`src/rtl/mips_main_ctrl.sv`:
```
// Main control unit for a multicycle MIPS datapath: 12-state Moore FSM
// with optional memory-ready stalling and combinational PC enable.
module mips_main_ctrl #(
    parameter bit STALL_EN = 1'b1
) (
    input  logic       clk,
    input  logic       rst_n,
    input  logic [5:0] op,
    input  logic       zero,
    input  logic       mem_ready,
    output logic [1:0] aluop,
    output logic       alusrca,
    output logic [1:0] alusrcb,
    output logic       iord,
    output logic       memwrite,
    output logic       irwrite,
    output logic       regdst,
    output logic       memtoreg,
    output logic       regwrite,
    output logic       branch,
    output logic       pcwrite,
    output logic [1:0] pcsrc,
    output logic       pcen,
    output logic       illegal_op,
    output logic [3:0] state
);

    localparam logic [5:0] OP_LW    = 6'b100011;
    localparam logic [5:0] OP_SW    = 6'b101011;
    localparam logic [5:0] OP_RTYPE = 6'b000000;
    localparam logic [5:0] OP_BEQ   = 6'b000100;
    localparam logic [5:0] OP_ADDI  = 6'b001000;
    localparam logic [5:0] OP_J     = 6'b000010;

    typedef enum logic [3:0] {
        S_FETCH   = 4'd0,
        S_DECODE  = 4'd1,
        S_MEMADR  = 4'd2,
        S_MEMRD   = 4'd3,
        S_MEMWB   = 4'd4,
        S_MEMWR   = 4'd5,
        S_RTYPEEX = 4'd6,
        S_RTYPEWB = 4'd7,
        S_BEQEX   = 4'd8,
        S_ADDIEX  = 4'd9,
        S_ADDIWB  = 4'd10,
        S_JEX     = 4'd11
    } state_t;

    state_t cur_state;
    state_t nxt_state;
    logic   rdy;

    assign rdy   = STALL_EN ? mem_ready : 1'b1;
    assign state = cur_state;
    // Branch qualification is taken from the live zero flag in the same cycle.
    assign pcen  = rst_n & (pcwrite | (branch & zero));

    always_ff @(posedge clk or negedge rst_n) begin
        if (!rst_n) begin
            cur_state <= S_FETCH;
        end else begin
            cur_state <= nxt_state;
        end
    end

    // Next-state and Moore output decode; unencoded states fall back to FETCH.
    always_comb begin
        nxt_state  = S_FETCH;
        aluop      = 2'b00;
        alusrca    = 1'b0;
        alusrcb    = 2'b00;
        iord       = 1'b0;
        memwrite   = 1'b0;
        irwrite    = 1'b0;
        regdst     = 1'b0;
        memtoreg   = 1'b0;
        regwrite   = 1'b0;
        branch     = 1'b0;
        pcwrite    = 1'b0;
        pcsrc      = 2'b00;
        illegal_op = 1'b0;
        case (cur_state)
            S_FETCH: begin
                alusrcb   = 2'b01;
                irwrite   = rdy & rst_n;
                pcwrite   = rdy & rst_n;
                nxt_state = rdy ? S_DECODE : S_FETCH;
            end
            S_DECODE: begin
                alusrcb = 2'b11;
                case (op)
                    OP_LW, OP_SW: nxt_state = S_MEMADR;
                    OP_RTYPE:     nxt_state = S_RTYPEEX;
                    OP_BEQ:       nxt_state = S_BEQEX;
                    OP_ADDI:      nxt_state = S_ADDIEX;
                    OP_J:         nxt_state = S_JEX;
                    default: begin
                        nxt_state  = S_FETCH;
                        illegal_op = rst_n;
                    end
                endcase
            end
            S_MEMADR: begin
                alusrca   = 1'b1;
                alusrcb   = 2'b10;
                nxt_state = (op == OP_LW) ? S_MEMRD : S_MEMWR;
            end
            S_MEMRD: begin
                iord      = 1'b1;
                nxt_state = rdy ? S_MEMWB : S_MEMRD;
            end
            S_MEMWB: begin
                memtoreg = 1'b1;
                regwrite = 1'b1;
            end
            S_MEMWR: begin
                iord      = 1'b1;
                memwrite  = 1'b1;
                nxt_state = rdy ? S_FETCH : S_MEMWR;
            end
            S_RTYPEEX: begin
                alusrca   = 1'b1;
                aluop     = 2'b10;
                nxt_state = S_RTYPEWB;
            end
            S_RTYPEWB: begin
                regdst   = 1'b1;
                regwrite = 1'b1;
            end
            S_BEQEX: begin
                alusrca = 1'b1;
                aluop   = 2'b01;
                pcsrc   = 2'b01;
                branch  = 1'b1;
            end
            S_ADDIEX: begin
                alusrca   = 1'b1;
                alusrcb   = 2'b10;
                nxt_state = S_ADDIWB;
            end
            S_ADDIWB: begin
                regwrite = 1'b1;
            end
            S_JEX: begin
                pcsrc   = 2'b10;
                pcwrite = 1'b1;
            end
            default: nxt_state = S_FETCH;
        endcase
    end

endmodule

```
`config.mk`:
```
export PLATFORM = sky130hd
export DESIGN_NAME = mips_main_ctrl
export DESIGN_NICKNAME = d
export VERILOG_FILES = /design/src/rtl/mips_main_ctrl.sv
export SDC_FILE = /design/constraint.sdc
export NUM_CORES = 1
export LEC_CHECK = 0
export BUFFER_PORTS_ARGS = -buffer_cell sky130_fd_sc_hd__buf_4
export CORE_MARGIN = 8
export CORE_UTILIZATION = 33
export CTS_CLUSTER_SIZE = 20
export DETAILED_ROUTE_END_ITERATION = 7
export GPL_ROUTABILITY_DRIVEN = 1
export HOLD_SLACK_MARGIN = 0.03
export SLEW_MARGIN = 25
export SYNTH_ARGS = -nofsm -noshare
export SYNTH_HDL_FRONTEND = slang
export SYNTH_SLANG_ARGS = --single-unit
```
`constraint.sdc`:
```
create_clock -name clk -period 3.6 [get_ports clk]
set_clock_uncertainty 0.1 [all_clocks]
set_input_delay 0.18 -clock clk [delete_from_list [all_inputs] [get_ports clk]]
set_output_delay 0.18 -clock clk [all_outputs]
set_load 0.005 [all_outputs]
```
* Yosys cells after proc, flatten, opt, wreduce, memory -nomap -nowiden
Index checks and enable logic that the tools add are counted.
Cells by class: eq/ne operators 16, muxes and demuxes 20, bitwise operators 4, reduce and logical (&&, ||, !) cells 8
Operator list (number):
- case mux 4 bit (7 select lines) | 1
- case mux 4 bit (5 select lines) | 1
- == test 4 x 3 -> 1 bit, second input constant | 4
- == test 4 bit, second input constant | 4
- == test 6 bit, second input constant | 2
- 2-to-1 mux 1 bit | 11
- 2-to-1 mux 3 bit | 3
- == test 4 x 2 -> 1 bit, second input constant | 2
- case mux 2 bit (2 select lines) | 2
- == test 6 x 2 -> 1 bit, second input constant | 1
- == test 6 x 3 -> 1 bit, second input constant | 1
- == test 6 x 4 -> 1 bit, second input constant | 1
- logical NOT 6 bit | 1
- case mux 2 bit (3 select lines) | 1
- OR reduction 2 bit | 3
- OR reduction 6 bit | 1
- == test 4 x 1 -> 1 bit, second input constant | 1
- logical NOT 4 bit | 1
- OR reduction 4 bit | 1
- bitwise AND 1 bit | 3
- OR reduction 3 bit | 1
- case mux 1 bit (2 select lines) | 1
- bitwise OR 1 bit | 1
Word-level totals: register bits after elaboration 4, output and inout bits 21, word-level logic and storage cells 49

* Logic depth before layout (Yosys ltp)
Gate-level depths: netlist of the first run.
depth after elaboration 5, gate-level depth with buffers 4, mapped depth without buffers 3

* Worst setup path after synthesis of the first run
Ideal clock, no wire load.
path kind flip-flop to output port, start point register cur_state[0], in the netlist state[0], end point output pcwrite, arrival 1.184 ns, data required time 3.320 ns, path slack 2.136 ns, cell stages (with the launch flop) 4, cells stage by stage dfrtp_1 -> buf_6 -> or4_4 -> a21oi_2
On the way: longest elaborated chain between the ends 2, elaborated cells on any way between the ends 3, those cells by class 1 x eq/ne; 1 x mux; 1 x reduce/logical
Ends and longest elaborated chain:
- start: declaration | line 50 | state_t cur_state;
- start signal: assignment | line 63 | cur_state <= nxt_state;
- == test 4 bit or logical NOT 4 bit (tied branches) | line 83 | case (cur_state)
- case mux 1 bit (2 select lines) (*) | line 83
- end: declaration | line 21 | output logic pcwrite,
Every way passes the cells marked *; elsewhere a longest branch is shown, timed or not.

* Worst setup path in the final report of the first run
start point register cur_state[1], in the netlist state[1], end point output pcwrite
Same word-level chain as after synthesis.

==> impl_metrics.env, run 1 <==
export IMPL_outcome="finished clean"
export IMPL_nFillCells=175
export IMPL_p_clk_share_pct=23.3
export IMPL_grt_pass1_vias=634
export IMPL_io_pins=31
export IMPL_post_cts_resized=0
export IMPL_cts_htree_levels=1
export IMPL_finalMaxSlewViolations=0
export IMPL_tns_ps=0
export IMPL_period_minus_slack_ps=2010
export IMPL_via_count=691
export IMPL_die_h_um=58.4
export IMPL_antennaDiodeCount=0
export IMPL_portBuffers=30
export IMPL_root_buffer="clkbuf_4"
export IMPL_timing_max_cap_violations=0
export IMPL_synth_seq_cells=4
export IMPL_grt_usage_pct=9.98
export IMPL_num_rows=15
export IMPL_power_density_nw_per_um2=284
export IMPL_power_switching_mw=0.0868
export IMPL_synth_edf_count=0
export IMPL_hold_violations=0
export IMPL_cts_tree="done"
export IMPL_seqPwrFrac_pct=32.4
export IMPL_setup_viol=0
export IMPL_dpl_cell_count=126
export IMPL_syn_area_per_cell_um2=7.49
export IMPL_internal_power_mw=0.148
export IMPL_cp_required_ps=3320
export IMPL_yosysWarnings=0
export IMPL_seq_area_frac_synth_pct=16.9
export IMPL_min_path_cells=3
export IMPL_grt_max_degree=24
export IMPL_synth_area_um2=592
export IMPL_cts_sinks=4
export IMPL_ys_flop_type="dfrtp_1"
export IMPL_clk_pin_slew_ps=40
export IMPL_drt_iter0_drc=5
export IMPL_totalPowerFinal_mw=0.235
export IMPL_crit_fanout=23
export IMPL_clkLatencyLatePin_ps=230
export IMPL_antenna_found_initial=0
export IMPL_fmax_mhz=499
export IMPL_syn2layout_area_growth_pct=39.7
export IMPL_peakVddDrop_mv=0.145
export IMPL_postSynthCellCount=79
export IMPL_syn_nets=89
export IMPL_cp_end_kind="output port"
export IMPL_nets=117
export IMPL_fp_dieArea_um2=3400
export IMPL_routed_wirelength_mm=1.71
export IMPL_die_w_um=58.4
export IMPL_grt_setup_unrepaired="false"
export IMPL_grt_pass1_wl_mm=2.83
export IMPL_vias_per_cell=5.32
export IMPL_hp_class="input pin to flip-flop"
export IMPL_hpwl_mm=1.27
export IMPL_numCtsBuffers=3
export IMPL_drive_gt1_share_pct=34.3
export IMPL_sw_frac_of_total_pct=37.0
export IMPL_core_area_um2=1710
export IMPL_cp_arrival_ps=1730
export IMPL_start_kind="flip-flop"
export IMPL_wl_per_cell_um=13.1
export IMPL_tightest_slew_ps=631
export IMPL_start_util_pct=34.7
export IMPL_gr_total_overflow=0
export IMPL_slew_headroom_pct=57.9
export IMPL_drt_first_pass_iters=3
export IMPL_r2r_worst_path_cells=3
export IMPL_layout_worst_path_cycle_share_pct=55.7
export IMPL_route_antenna_remaining_nets=0
export IMPL_fin_cells=130
export IMPL_largest_register_ffs=4
export IMPL_drc=0
export IMPL_synthArstFlopShare_pct=100
export IMPL_synth_cell_types=39
export IMPL_power_frac_comb_pct=44.4
export IMPL_place_congestion=0.725
export IMPL_fin_util_pct=48.4
export IMPL_setup_worst_path_class="flip-flop to output port"
export IMPL_cts_setup_buffers=0
export IMPL_clockBufferDepth=2
export IMPL_p_leak_nw=0.366
## area by class of cell
type                       instances  area [µm²]  share of cell area (%)
clock buffer                       3        22.5                    2.72
inverter                           1        3.75                   0.454
multi-input combinational         66         434                    52.5
sequential                         4         100                    12.1
tap                               25        31.3                    3.78
timing repair buffer              31         235                    28.4
## repair_timing
action	4_1_cts	5_1_grt
endpoints found under the setup margin	0	0
hold buffers	1	0
hold endpoints to repair	4	0
## power by group through the flow
stage | Sequential, mW | Clock, mW | Combinational [mW]
2_1_floorplan | 0.0564 | 0 | 0.0794
3_3_place_gp | 0.0760 | 0 | 0.104
3_5_place_dp | 0.0767 | 0 | 0.104
4_1_cts | 0.0759 | 0.0566 | 0.105
5_1_grt | 0.0791 | 0.0578 | 0.115
6_report | 0.0760 | 0.0546 | 0.104
## worst max-delay path: stages, from the launching register on
cell and delay [ps]:
dfrtp_1 600, or4_4 630, a21oi_2 140, buf_4 120
## per-stage QoR
stage	hold slack (ps)	instance area [µm²]	setup slack, ps
6_report	139	827	1590
5_1_grt	147	827	1480
4_1_cts	140	827	1580
3_5_place_dp	-102	795	1840
3_3_place_gp	-103	795	1850
2_1_floorplan	-216	592	2140
## cell usage in the layout, fill, tap and decap left out, types with 2 or more instances in the layout
cell type / Yosys / final
buf_4: 3 / 30
nor2_1: 8 / 8
nor3_1: 6 / 6
nand2b_1: 4 / 4
nor3b_1: 4 / 4
o21ai_0: 4 / 4
dfrtp_1: 4 / 4
nand2_1: 3 / 3
nand3_1: 3 / 3
nor2b_1: 3 / 3
clkbuf_4: 0 / 3
xor2_1: 2 / 2
nand4_1: 2 / 2
a21oi_1: 2 / 2
a211oi_1: 2 / 2
o2111ai_1: 2 / 2
## worst paths after layout
check	startpoint	end	slack [ps]
max reg2reg	state[0]	state[0]	1990
min reg2reg	state[3]	state[0]	660
max	state[1]	pcwrite	1590
max in group asynchronous	rst_n	state[0]	3080
min	op[4]	state[2]	140
min in group asynchronous	rst_n	state[1]	200
## cell usage after synthesis (all sizes together), types with 2 or more instances
library cell / instances / area share [%]
buf: 8 / 9.1
nor2: 8 / 5.1
nor3: 6 / 5.1
o21ai: 5 / 4.2
dfrtp: 4 / 17
nand2b: 4 / 4.2
nor3b: 4 / 5.1
a21oi: 3 / 3.2
nand2: 3 / 1.9
nand3: 3 / 2.5
nor2b: 3 / 3.2
a211oi: 2 / 2.5
nand4: 2 / 2.1
nor4b: 2 / 4.0
o2111ai: 2 / 3.0
xor2: 2 / 3.0
## cells by family after synthesis
kind of cell	share of synthesized area, %
AOI/OAI and AO/OA	22.8
DFF	16.9
buffers and inverters	9.72
and+or+nand+nor	44.4
xor gates and xnor gates	4.44
muxes	1.69
## per-layer routing
layer | vias up | GRT usage, % | routed length (µm)
met3 | 2 | 2.39 | 131
met2 | 22 | 15.9 | 755
met5 | - | 0 | 0
li1 | 353 | - | -
met1 | 314 | 12.4 | 801
met4 | 0 | 4.20 | 20
Power figures use the tool's default switching activity.
==> run 2: changes to the inputs <==
==> constraint.sdc (replaced) <==
create_clock -name clk -period 1.98 [get_ports clk]
set_clock_uncertainty 0.1 [all_clocks]
set_input_delay 0.099 -clock clk [delete_from_list [all_inputs] [get_ports clk]]
set_output_delay 0.099 -clock clk [all_outputs]
set_load 0.005 [all_outputs]
==> impl_metrics.env, run 2 (synthesized netlist as in run 1, its figures left out) <==
export IMPL_root_buffer="clkbuf_4"
export IMPL_hpwl_mm=1.35
export IMPL_finalMaxSlewViolations=0
export IMPL_grt_pass1_wl_mm=2.97
export IMPL_cp_required_ps=1780
export IMPL_largest_register_ffs=4
export IMPL_drive_gt1_share_pct=37.0
export IMPL_timing_max_cap_violations=0
export IMPL_crit_fanout=17
export IMPL_final_common_cell="buf_4"
export IMPL_clk_pin_slew_ps=40
export IMPL_drt_iter0_drc=25
export IMPL_via_count=701
export IMPL_cts_sinks=4
export IMPL_outcome="finished clean"
export IMPL_setup_worst_path_class="flip-flop to output port"
export IMPL_die_w_um=58.4
export IMPL_final_cell_mix="buf_4, nor2_1, nor3_1"
export IMPL_finalWorstSetupSlack_ps=145
export IMPL_core_area_um2=1710
export IMPL_cts_tree="done"
export IMPL_path_buf_inv=1
export IMPL_drt_first_pass_iters=4
export IMPL_cp_arrival_ps=1640
export IMPL_grt_max_degree=18
export IMPL_fmax_mhz=545
export IMPL_period_minus_slack_ps=1840
export IMPL_nets=120
export IMPL_numCtsBuffers=3
export IMPL_cp_cell_sequence="or4_4 -> a21oi_2 -> buf_4"
export IMPL_clkLatencyLatePin_ps=230
export IMPL_cts_setup_buffers=0
export IMPL_vias_per_cell=5.27
export IMPL_peakVddDrop_mv=0.414
export IMPL_tns_ps=0
export IMPL_drc=0
export IMPL_grt_usage_pct=10.3
export IMPL_cts_htree_levels=1
export IMPL_p_leak_nw=0.380
export IMPL_grt_setup_unrepaired="false"
export IMPL_slew_headroom_pct=65.7
export IMPL_tightest_slew_ps=515
export IMPL_portBuffers=30
export IMPL_syn2layout_area_growth_pct=43.8
export IMPL_start_util_pct=34.7
export IMPL_power_density_nw_per_um2=516
export IMPL_die_h_um=58.4
export IMPL_routed_wirelength_mm=1.75
export IMPL_layout_worst_path_cycle_share_pct=92.7
export IMPL_antenna_found_initial=0
export IMPL_wl_per_cell_um=13.2
export IMPL_clockBufferDepth=2
export IMPL_io_pins=31
export IMPL_fp_dieArea_um2=3400
export IMPL_antennaDiodeCount=0
export IMPL_post_place_ws_ps=328
export IMPL_cp_end_kind="output port"
export IMPL_place_congestion=0.798
export IMPL_grt_pass1_vias=695
export IMPL_start_kind="flip-flop"
export IMPL_slowest_delay_ps=580
export IMPL_hp_class="input pin to flip-flop"
export IMPL_route_antenna_remaining_nets=0
export IMPL_hold_violations=0
export IMPL_num_rows=15
export IMPL_nFillCells=171
export IMPL_setup_viol=0
export IMPL_cp_slowest_cell="or4_4"
export IMPL_gr_total_overflow=0
export IMPL_cp_top_family="simple AND/OR/NAND/NOR gates"
==> run 2: cell count changes in the layout (fill, tap and decap cells not counted), sizes merged <==
cell | previous run | this run
buf | 30 | 33
==> run 2: worst paths after layout <==
check                      startpoint        to  slack [ps]  cells after the start
setup / recovery             state[0]   pcwrite         140                      3
hold / removal                  op[4]  state[2]          70                      3
setup reg to reg             state[2]  state[2]         400                      3
hold reg to reg              state[3]  state[0]         530                      1
max in group asynchronous       rst_n  state[3]        1520                      2
min in group asynchronous       rst_n  state[2]         120                      2
==> run 2: worst register-to-register path: stages, from the launching register on <==
cell and delay, ps:
dfrtp_1 650, nor4bb_1 460, a211oi_1 100, o211ai_1 180
==> run 2: timing repair <==
item	4_1_cts	5_1_grt
setup endpoints to repair	0	1
gates resized for setup	0	1
hold endpoints to repair	4	0
hold buffers	1	0
==> run 2: where the power goes <==
part / internal [mW] / switching (mW) / leakage (nW)
sequential: 0.0909 / 0.0371 / 0.0524
clock: 0.0676 / 0.0311 / 0.0138
combinational: 0.120 / 0.0928 / 0.314
==> run 2: stage by stage <==
step	hold slack [ps]	std cells	area, µm²	power [mW]	utilization [%]
3_3_place_gp	-184	129	817	0.340	47.8
3_5_place_dp	-182	129	817	0.341	47.8
4_1_cts	66.0	133	850	0.447	49.7
6_report	73.5	133	851	0.439	49.8
2_1_floorplan	-297	79	592	0.247	-
5_1_grt	83.4	133	851	0.475	49.8
==> run 2: layout make-up <==
class | count | area (µm²) | share of cell area (%)
flip-flops and latches | 4 | 101 | 11.9
well taps | 25 | 31.3 | 3.68
multi-input cells | 66 | 434 | 51.0
clock buffers | 3 | 22.5 | 2.65
repair buffers | 34 | 258 | 30.3
inverters | 1 | 3.75 | 0.441
==> run 2: metal layers <==
layer,wire length [µm],up-vias,GRT usage [%]
li1,-,362,-
met1,839,309,12.8
met2,724,30,16.9
met3,187,0,3.48
met5,0,-,0
met4,0,0,2.10
